`config.mk`:
```
export PLATFORM = sky130hd
export DESIGN_NAME = gf_op_sequencer_flat
export DESIGN_NICKNAME = d
export VERILOG_FILES = /design/src/rtl/gf_op_sequencer_if.sv /design/src/rtl/gf_op_sequencer.sv /design/src/flat_wrapper.sv
export SDC_FILE = /design/constraint.sdc
export NUM_CORES = 1
export LEC_CHECK = 0
export BUFFER_PORTS_ARGS = -buffer_cell sky130_fd_sc_hd__buf_2
export CAP_MARGIN = 10
export CORE_AREA = 2 2 175 177
export CTS_BUF_LIST = sky130_fd_sc_hd__clkbuf_4
export DETAILED_ROUTE_END_ITERATION = 16
export DIE_AREA = 0 0 177 179
export GPL_TIMING_DRIVEN = 0
export SYNTH_ARGS = -nofsm -noshare
export SYNTH_HDL_FRONTEND = slang
export SYNTH_SLANG_ARGS = --single-unit
```
`constraint.sdc`:
```
create_clock -name clk -period 6.85 [get_ports clk]
set_clock_uncertainty 0.2 [all_clocks]
set_input_delay 1.0275 -clock clk [delete_from_list [all_inputs] [get_ports clk]]
set_output_delay 1.0275 -clock clk [all_outputs]
set_load 0.005 [all_outputs]
```
`src/rtl/gf_op_sequencer_if.sv`:
```
// gf_op_sequencer_if: request/result handshake bundle between issue logic and gf_op_sequencer.
`default_nettype none

interface gf_op_sequencer_if #(
  parameter int DATA_WIDTH = 32
);
  localparam int GW = $clog2(DATA_WIDTH) + 1;

  logic                  in_valid;
  logic                  in_ready;
  logic [1:0]            in_op;
  logic [DATA_WIDTH-1:0] in_a;
  logic [DATA_WIDTH-1:0] in_b;
  logic [DATA_WIDTH:0]   in_poly;
  logic [GW-1:0]         in_grade;
  logic                  out_valid;
  logic                  out_ready;
  logic [DATA_WIDTH-1:0] out_data;
  logic                  out_carry;
  logic                  out_err;

  modport master (
    output in_valid, in_op, in_a, in_b, in_poly, in_grade, out_ready,
    input  in_ready, out_valid, out_data, out_carry, out_err
  );

  modport slave (
    input  in_valid, in_op, in_a, in_b, in_poly, in_grade, out_ready,
    output in_ready, out_valid, out_data, out_carry, out_err
  );
endinterface

`default_nettype wire

```
`src/rtl/gf_op_sequencer.sv`:
```
// gf_op_sequencer: sequences a shared add/GF datapath (product pass then reduction pass) for GF(2^m) ops.
// Optional feature macro GF_SEQ_PERF_CNT_EN adds the op_count result-handshake counter output.
`default_nettype none

module gf_op_sequencer #(
  parameter int  DATA_WIDTH = 32,
  localparam int GW = $clog2(DATA_WIDTH) + 1
) (
  input  logic                    clk,
  input  logic                    rst,
  gf_op_sequencer_if.slave        bus,
  output logic                    dp_sum_funct,
  output logic                    dp_exp_funct,
  output logic                    dp_red_funct,
  output logic                    dp_carry_option,
  output logic [DATA_WIDTH-1:0]   dp_a,
  output logic [DATA_WIDTH-1:0]   dp_b,
  output logic [GW-1:0]           dp_polyn_grade,
  output logic [DATA_WIDTH:0]     dp_polyn_red_in,
  output logic [2*DATA_WIDTH-1:0] dp_reduc_in,
  input  logic [DATA_WIDTH-1:0]   dp_out,
  input  logic [DATA_WIDTH-1:0]   dp_out_poly,
  input  logic [2*DATA_WIDTH-1:0] dp_mult_out,
  input  logic                    dp_sum_carry_out
`ifdef GF_SEQ_PERF_CNT_EN
  ,
  output logic [31:0]             op_count
`endif
);

  localparam logic [GW-1:0] MIN_GRADE = GW'(2);
  localparam logic [GW-1:0] MAX_GRADE = GW'(DATA_WIDTH);

  typedef enum logic [1:0] {
    S_IDLE   = 2'd0,
    S_EXEC   = 2'd1,
    S_REDUCE = 2'd2,
    S_DONE   = 2'd3
  } state_t;

  state_t                  state_q, state_d;
  logic [1:0]              op_q, op_d;
  logic [DATA_WIDTH-1:0]   a_q, a_d, b_q, b_d;
  logic [DATA_WIDTH:0]     poly_q, poly_d;
  logic [GW-1:0]           grade_q, grade_d;
  logic [DATA_WIDTH-1:0]   res_q, res_d;
  logic [2*DATA_WIDTH-1:0] prod_q, prod_d;
  logic                    carry_q, carry_d;
  logic                    err_q, err_d;

  always_ff @(posedge clk or posedge rst) begin
    if (rst) begin
      state_q <= S_IDLE;
      op_q    <= '0;
      a_q     <= '0;
      b_q     <= '0;
      poly_q  <= '0;
      grade_q <= '0;
      res_q   <= '0;
      prod_q  <= '0;
      carry_q <= 1'b0;
      err_q   <= 1'b0;
    end else begin
      state_q <= state_d;
      op_q    <= op_d;
      a_q     <= a_d;
      b_q     <= b_d;
      poly_q  <= poly_d;
      grade_q <= grade_d;
      res_q   <= res_d;
      prod_q  <= prod_d;
      carry_q <= carry_d;
      err_q   <= err_d;
    end
  end

  always_comb begin
    state_d         = state_q;
    op_d            = op_q;
    a_d             = a_q;
    b_d             = b_q;
    poly_d          = poly_q;
    grade_d         = grade_q;
    res_d           = res_q;
    prod_d          = prod_q;
    carry_d         = carry_q;
    err_d           = err_q;
    dp_sum_funct    = 1'b0;
    dp_exp_funct    = 1'b0;
    dp_red_funct    = 1'b0;
    dp_carry_option = 1'b0;

    case (state_q)
      S_IDLE: begin
        if (bus.in_valid) begin
          op_d    = bus.in_op;
          a_d     = bus.in_a;
          b_d     = bus.in_b;
          poly_d  = bus.in_poly;
          grade_d = bus.in_grade;
          carry_d = 1'b0;
          err_d   = 1'b0;
          // Only field ops care about the grade; a bad one short-circuits to an error result.
          if (bus.in_op[1] && ((bus.in_grade < MIN_GRADE) || (bus.in_grade > MAX_GRADE))) begin
            res_d   = '0;
            err_d   = 1'b1;
            state_d = S_DONE;
          end else begin
            state_d = S_EXEC;
          end
        end
      end

      S_EXEC: begin
        case (op_q)
          2'b00: begin
            dp_sum_funct    = 1'b1;
            dp_carry_option = 1'b1;
            res_d           = dp_out;
            carry_d         = dp_sum_carry_out;
            state_d         = S_DONE;
          end
          2'b01: begin
            dp_sum_funct = 1'b1;
            res_d        = dp_out;
            carry_d      = 1'b0;
            state_d      = S_DONE;
          end
          default: begin
            dp_exp_funct = op_q[0];
            prod_d       = dp_mult_out;
            state_d      = S_REDUCE;
          end
        endcase
      end

      S_REDUCE: begin
        dp_red_funct = 1'b1;
        res_d        = dp_out_poly;
        carry_d      = 1'b0;
        state_d      = S_DONE;
      end

      S_DONE: begin
        if (bus.out_ready) begin
          state_d = S_IDLE;
        end
      end

      default: state_d = S_IDLE;
    endcase
  end

  assign bus.in_ready  = (state_q == S_IDLE);
  assign bus.out_valid = (state_q == S_DONE);
  assign bus.out_data  = res_q;
  assign bus.out_carry = carry_q;
  assign bus.out_err   = err_q;

  assign dp_a            = a_q;
  assign dp_b            = b_q;
  assign dp_polyn_grade  = grade_q;
  assign dp_polyn_red_in = poly_q;
  assign dp_reduc_in     = prod_q;

`ifdef GF_SEQ_PERF_CNT_EN
  logic [31:0] cnt_q;

  always_ff @(posedge clk or posedge rst) begin
    if (rst) begin
      cnt_q <= '0;
    end else if ((state_q == S_DONE) && bus.out_ready) begin
      cnt_q <= cnt_q + 32'd1;
    end
  end

  assign op_count = cnt_q;
`endif

endmodule

`default_nettype wire

```
`src/flat_wrapper.sv`:
```
// flat-port wrapper written by rule: the top's interface ports become plain ports
module gf_op_sequencer_flat 
#(
  parameter int  DATA_WIDTH = 32,
  localparam int GW = $clog2(DATA_WIDTH) + 1
)
  (clk, rst, dp_sum_funct, dp_exp_funct, dp_red_funct, dp_carry_option, dp_a, dp_b, dp_polyn_grade, dp_polyn_red_in, dp_reduc_in, dp_out, dp_out_poly, dp_mult_out, dp_sum_carry_out, bus_in_valid, bus_in_op, bus_in_a, bus_in_b, bus_in_poly, bus_in_grade, bus_out_ready, bus_in_ready, bus_out_valid, bus_out_data, bus_out_carry, bus_out_err);
  gf_op_sequencer_if #(.DATA_WIDTH(DATA_WIDTH)) bus_i ();
  input  logic clk;
  input  logic rst;
  output logic dp_sum_funct;
  output logic dp_exp_funct;
  output logic dp_red_funct;
  output logic dp_carry_option;
  output logic [DATA_WIDTH-1:0] dp_a;
  output logic [DATA_WIDTH-1:0] dp_b;
  output logic [GW-1:0] dp_polyn_grade;
  output logic [DATA_WIDTH:0] dp_polyn_red_in;
  output logic [2*DATA_WIDTH-1:0] dp_reduc_in;
  input  logic [DATA_WIDTH-1:0] dp_out;
  input  logic [DATA_WIDTH-1:0] dp_out_poly;
  input  logic [2*DATA_WIDTH-1:0] dp_mult_out;
  input  logic dp_sum_carry_out;
  input wire logic [$bits(bus_i.in_valid)-1:0] bus_in_valid;
  input wire logic [$bits(bus_i.in_op)-1:0] bus_in_op;
  input wire logic [$bits(bus_i.in_a)-1:0] bus_in_a;
  input wire logic [$bits(bus_i.in_b)-1:0] bus_in_b;
  input wire logic [$bits(bus_i.in_poly)-1:0] bus_in_poly;
  input wire logic [$bits(bus_i.in_grade)-1:0] bus_in_grade;
  input wire logic [$bits(bus_i.out_ready)-1:0] bus_out_ready;
  output wire logic [$bits(bus_i.in_ready)-1:0] bus_in_ready;
  output wire logic [$bits(bus_i.out_valid)-1:0] bus_out_valid;
  output wire logic [$bits(bus_i.out_data)-1:0] bus_out_data;
  output wire logic [$bits(bus_i.out_carry)-1:0] bus_out_carry;
  output wire logic [$bits(bus_i.out_err)-1:0] bus_out_err;
  assign bus_i.in_valid = bus_in_valid;
  assign bus_i.in_op = bus_in_op;
  assign bus_i.in_a = bus_in_a;
  assign bus_i.in_b = bus_in_b;
  assign bus_i.in_poly = bus_in_poly;
  assign bus_i.in_grade = bus_in_grade;
  assign bus_i.out_ready = bus_out_ready;
  assign bus_in_ready = bus_i.in_ready;
  assign bus_out_valid = bus_i.out_valid;
  assign bus_out_data = bus_i.out_data;
  assign bus_out_carry = bus_i.out_carry;
  assign bus_out_err = bus_i.out_err;
  gf_op_sequencer #(.DATA_WIDTH(DATA_WIDTH)) u_core (.clk(clk), .rst(rst), .bus(bus_i), .dp_sum_funct(dp_sum_funct), .dp_exp_funct(dp_exp_funct), .dp_red_funct(dp_red_funct), .dp_carry_option(dp_carry_option), .dp_a(dp_a), .dp_b(dp_b), .dp_polyn_grade(dp_polyn_grade), .dp_polyn_red_in(dp_polyn_red_in), .dp_reduc_in(dp_reduc_in), .dp_out(dp_out), .dp_out_poly(dp_out_poly), .dp_mult_out(dp_mult_out), .dp_sum_carry_out(dp_sum_carry_out));
endmodule
```
==> results.py <==
metrics = {
    "run_status": {
        "outcome": "finished, final reports clean",
    },
    "critical_path": {
        "cp.arrival_ps": 2460,
        "endpoint_kind": "output port",
        "path_class": "flop to output port",
        "reg2regPathDepth": 5,
        "crit_fanout": 10,
        "worstPathRequired_ps": 5620,
        "start_kind": "flop",
    },
    "placement": {
        "routabilityCongestion": 0.792,
        "io_buffers": 444,
        "dp_slack_ps": 3550,
        "dpl.cell_count": 1351,
        "dp_hpwl_um": 18100,
    },
    "clocking": {
        "numCtsBuffers": 54,
        "clk_pin_slew_ps": 60,
        "cts_tree": "yes",
        "worstSkewPairLatency_ps": 660,
        "clockBufferDepth": 3,
        "clock_sinks": 205,
        "cts_hold_buf": 0,
        "postCtsSetupRepairBufs": 0,
        "cts_root_buf": "clkbuf_4",
        "cts_max_level": 2,
        "post_cts_resized": 0,
    },
    "sta": {
        "fin_ws_ps": 3170,
        "max_freq_mhz": 271,
        "hold_viol": 0,
        "fin_crit_sh": 0.538,
        "slew_headroom": 0.295,
        "rsz0062_at_grt": "false",
        "setup_viol_count_final": 0,
        "period_minus_slack_ps": 3680,
        "tightest_slew_ps": 1060,
        "tns_ps": 0,
        "report.final.slew_viol_count": 0,
        "whs_ps": 273,
    },
    "floorplanning": {
        "initial_core_util": 0.265,
        "fp.dieH_um": 179,
        "die_w_um": 177,
        "rows": 64,
        "boundaryPins": 445,
        "dieArea_um2": 31700,
        "core_um2": 30000,
    },
    "yosys": {
        "synth_mux_area_frac": 0.239,
        "synth_top_area_share": 0.644,
        "synth_simple_gate_area_frac": 0.0118,
        "synth-main-ff-cell": "dfrtp_1",
        "synth_cell_types": 30,
        "syn_inst": 510,
        "syn-num-nets": 752,
        "yosysTopAreaCell": "dfrtp_1",
        "avgSynthCellArea_um2": 15.6,
        "ys_warn_count": 0,
        "synth_edf_count": 0,
        "yosys.area_share.adder": 0.00628,
        "synth_top_family_by_area": "multiplexers",
        "synth_area_leaders": "dfrtp_1, mux2_2, o2bb2ai_1",
        "netlist_area_um2": 7970,
        "seq_area_frac_synth": 0.644,
        "synthArstFlopShare": 1.00,
        "ys_seq_elements": 205,
        "synth_xor_area_frac": 0,
        "synth_compound_area_frac": 0.0763,
    },
    "routing": {
        "vias_per_cell": 4.32,
        "vias": 6231,
        "antenna_left": 0,
        "drc": 0,
        "wl_per_cell_um": 16.5,
        "drt-total-wl_um": 23900,
        "firstDrtPassIters": 4,
        "drt_iter0_drc": 163,
    },
    "flow_run": {
        "max-cap-violations": 0,
    },
    "global_routing": {
        "antenna_found_initial": 2,
        "grt_first_pass_wirelength_um": 34900,
        "globalRoute.totalOverflow": 0,
        "first_global_vias": 6485,
        "grt_max_degree": 119,
        "grtUsageTotal": 0.142,
    },
    "pwr": {
        "power_density_nw_per_um2": 453,
        "p_leak_nw": 5.71,
        "ir_drop_mv": 0.198,
    },
    "final_layout": {
        "final_nets": 1253,
        "fill_cells": 3037,
        "area.growth.synth_to_final_pct": 42.7,
        "drive_above_1_share": 0.688,
        "layout_common_cells": "buf_2, dfrtp_1, mux2_2",
        "finalNonFillerCells": 1443,
        "final_common_cell": "buf_2",
    },
    "worst_hold_path": {
        "hp-class": "input pin to async pin",
    },
}
-- worst max-delay path: stages, from the launching register on --
cell and delay (ps):
dfrtp_1 420, inv_1 100, ha_1 130, clkbuf_1 410, clkbuf_1 410, and3_1 230
buf_2 130
-- power by group --
| part | internal, mW | switching, mW |
|---|---|---|
| Combinational | 1.12 | 0.968 |
| Sequential | 1.79 | 0.260 |
| Clock | 0.532 | 0.486 |
-- cell usage after synthesis, types with 3 or more instances --
cell type  count
a21oi_1        3
buf_4          3
ha_1           4
a22oi_1       32
inv_1          6
buf_6          3
dfrtp_1      205
nand2_1        5
mux2_2       169
o21ai_0        4
buf_2         10
o2bb2ai_1     32
clkbuf_1       8
buf_1          7
nor2_1         4
-- final cells by class --
cell class	count	area (µm²)	area share
tap	396	495	0.0436
timing repair buffer	445	2250	0.198
clock buffer	81	608	0.0535
sequential	205	5130	0.451
antenna	3	7.51	0.000660
buffer	31	163	0.0143
clock inverter	8	36.3	0.00319
multi-input combinational	268	2660	0.233
inverter	6	30.0	0.00264
-- cells by family (layout without fill, tap and decap cells) --
| group | after synthesis | after routing |
|---|---|---|
| flops | 205 | 205 |
| mux | 169 | 169 |
| compound gates | 77 | 77 |
| buf+inv | 37 | 571 |
| simple gates | 18 | 18 |
| fa+ha+maj | 4 | 4 |
| other cells | 0 | 3 |
-- worst paths after layout --
kind	startpoint	endpoint	slack, ps
max reg2reg	u_core.state_q[0]	u_core.dp_polyn_red_in[29]	4150
max	u_core.state_q[1]	dp_exp_funct	3170
min in group clk	u_core.bus.out_err	u_core.bus.out_err	280
min	rst	u_core.dp_reduc_in[49]	270
min reg2reg	u_core.bus.out_err	u_core.bus.out_err	280
max in group asynchronous	rst	u_core.bus.out_data[17]	5110
-- layer usage --
metal,share of wire,track usage,vias to the layer above
li1,-,-,2895
met1,0.36,0.150,2960
met3,0.11,0.0666,49
met5,0,0,-
met4,0.021,0.0517,0
met2,0.50,0.248,327
-- state kept, by name, summed over array words and instances, names as in the netlist --
| signal | cells |
|---|---|
| u_core.dp_polyn_red_in | 33 |
| u_core.bus.out_err | 1 |
| u_core.dp_a | 32 |
| u_core.bus.out_carry | 1 |
| u_core.dp_polyn_grade | 6 |
| u_core.bus.out_data | 32 |
| u_core.dp_b | 32 |
| u_core.op_q | 2 |
| u_core.dp_reduc_in | 64 |
| u_core.state_q | 2 |
-- stage by stage --
step / instance area (µm²) / power, mW / util
after global placement: 10700 / 4.15 / 0.356
after detailed placement: 10700 / 4.21 / 0.357
after floorplan: 7970 / 3.21 / -
after global routing: 11400 / 5.57 / 0.379
final: 11400 / 5.16 / 0.379
after CTS: 11400 / 5.27 / 0.379
Note: power is estimated with default switching activity, not from simulation.
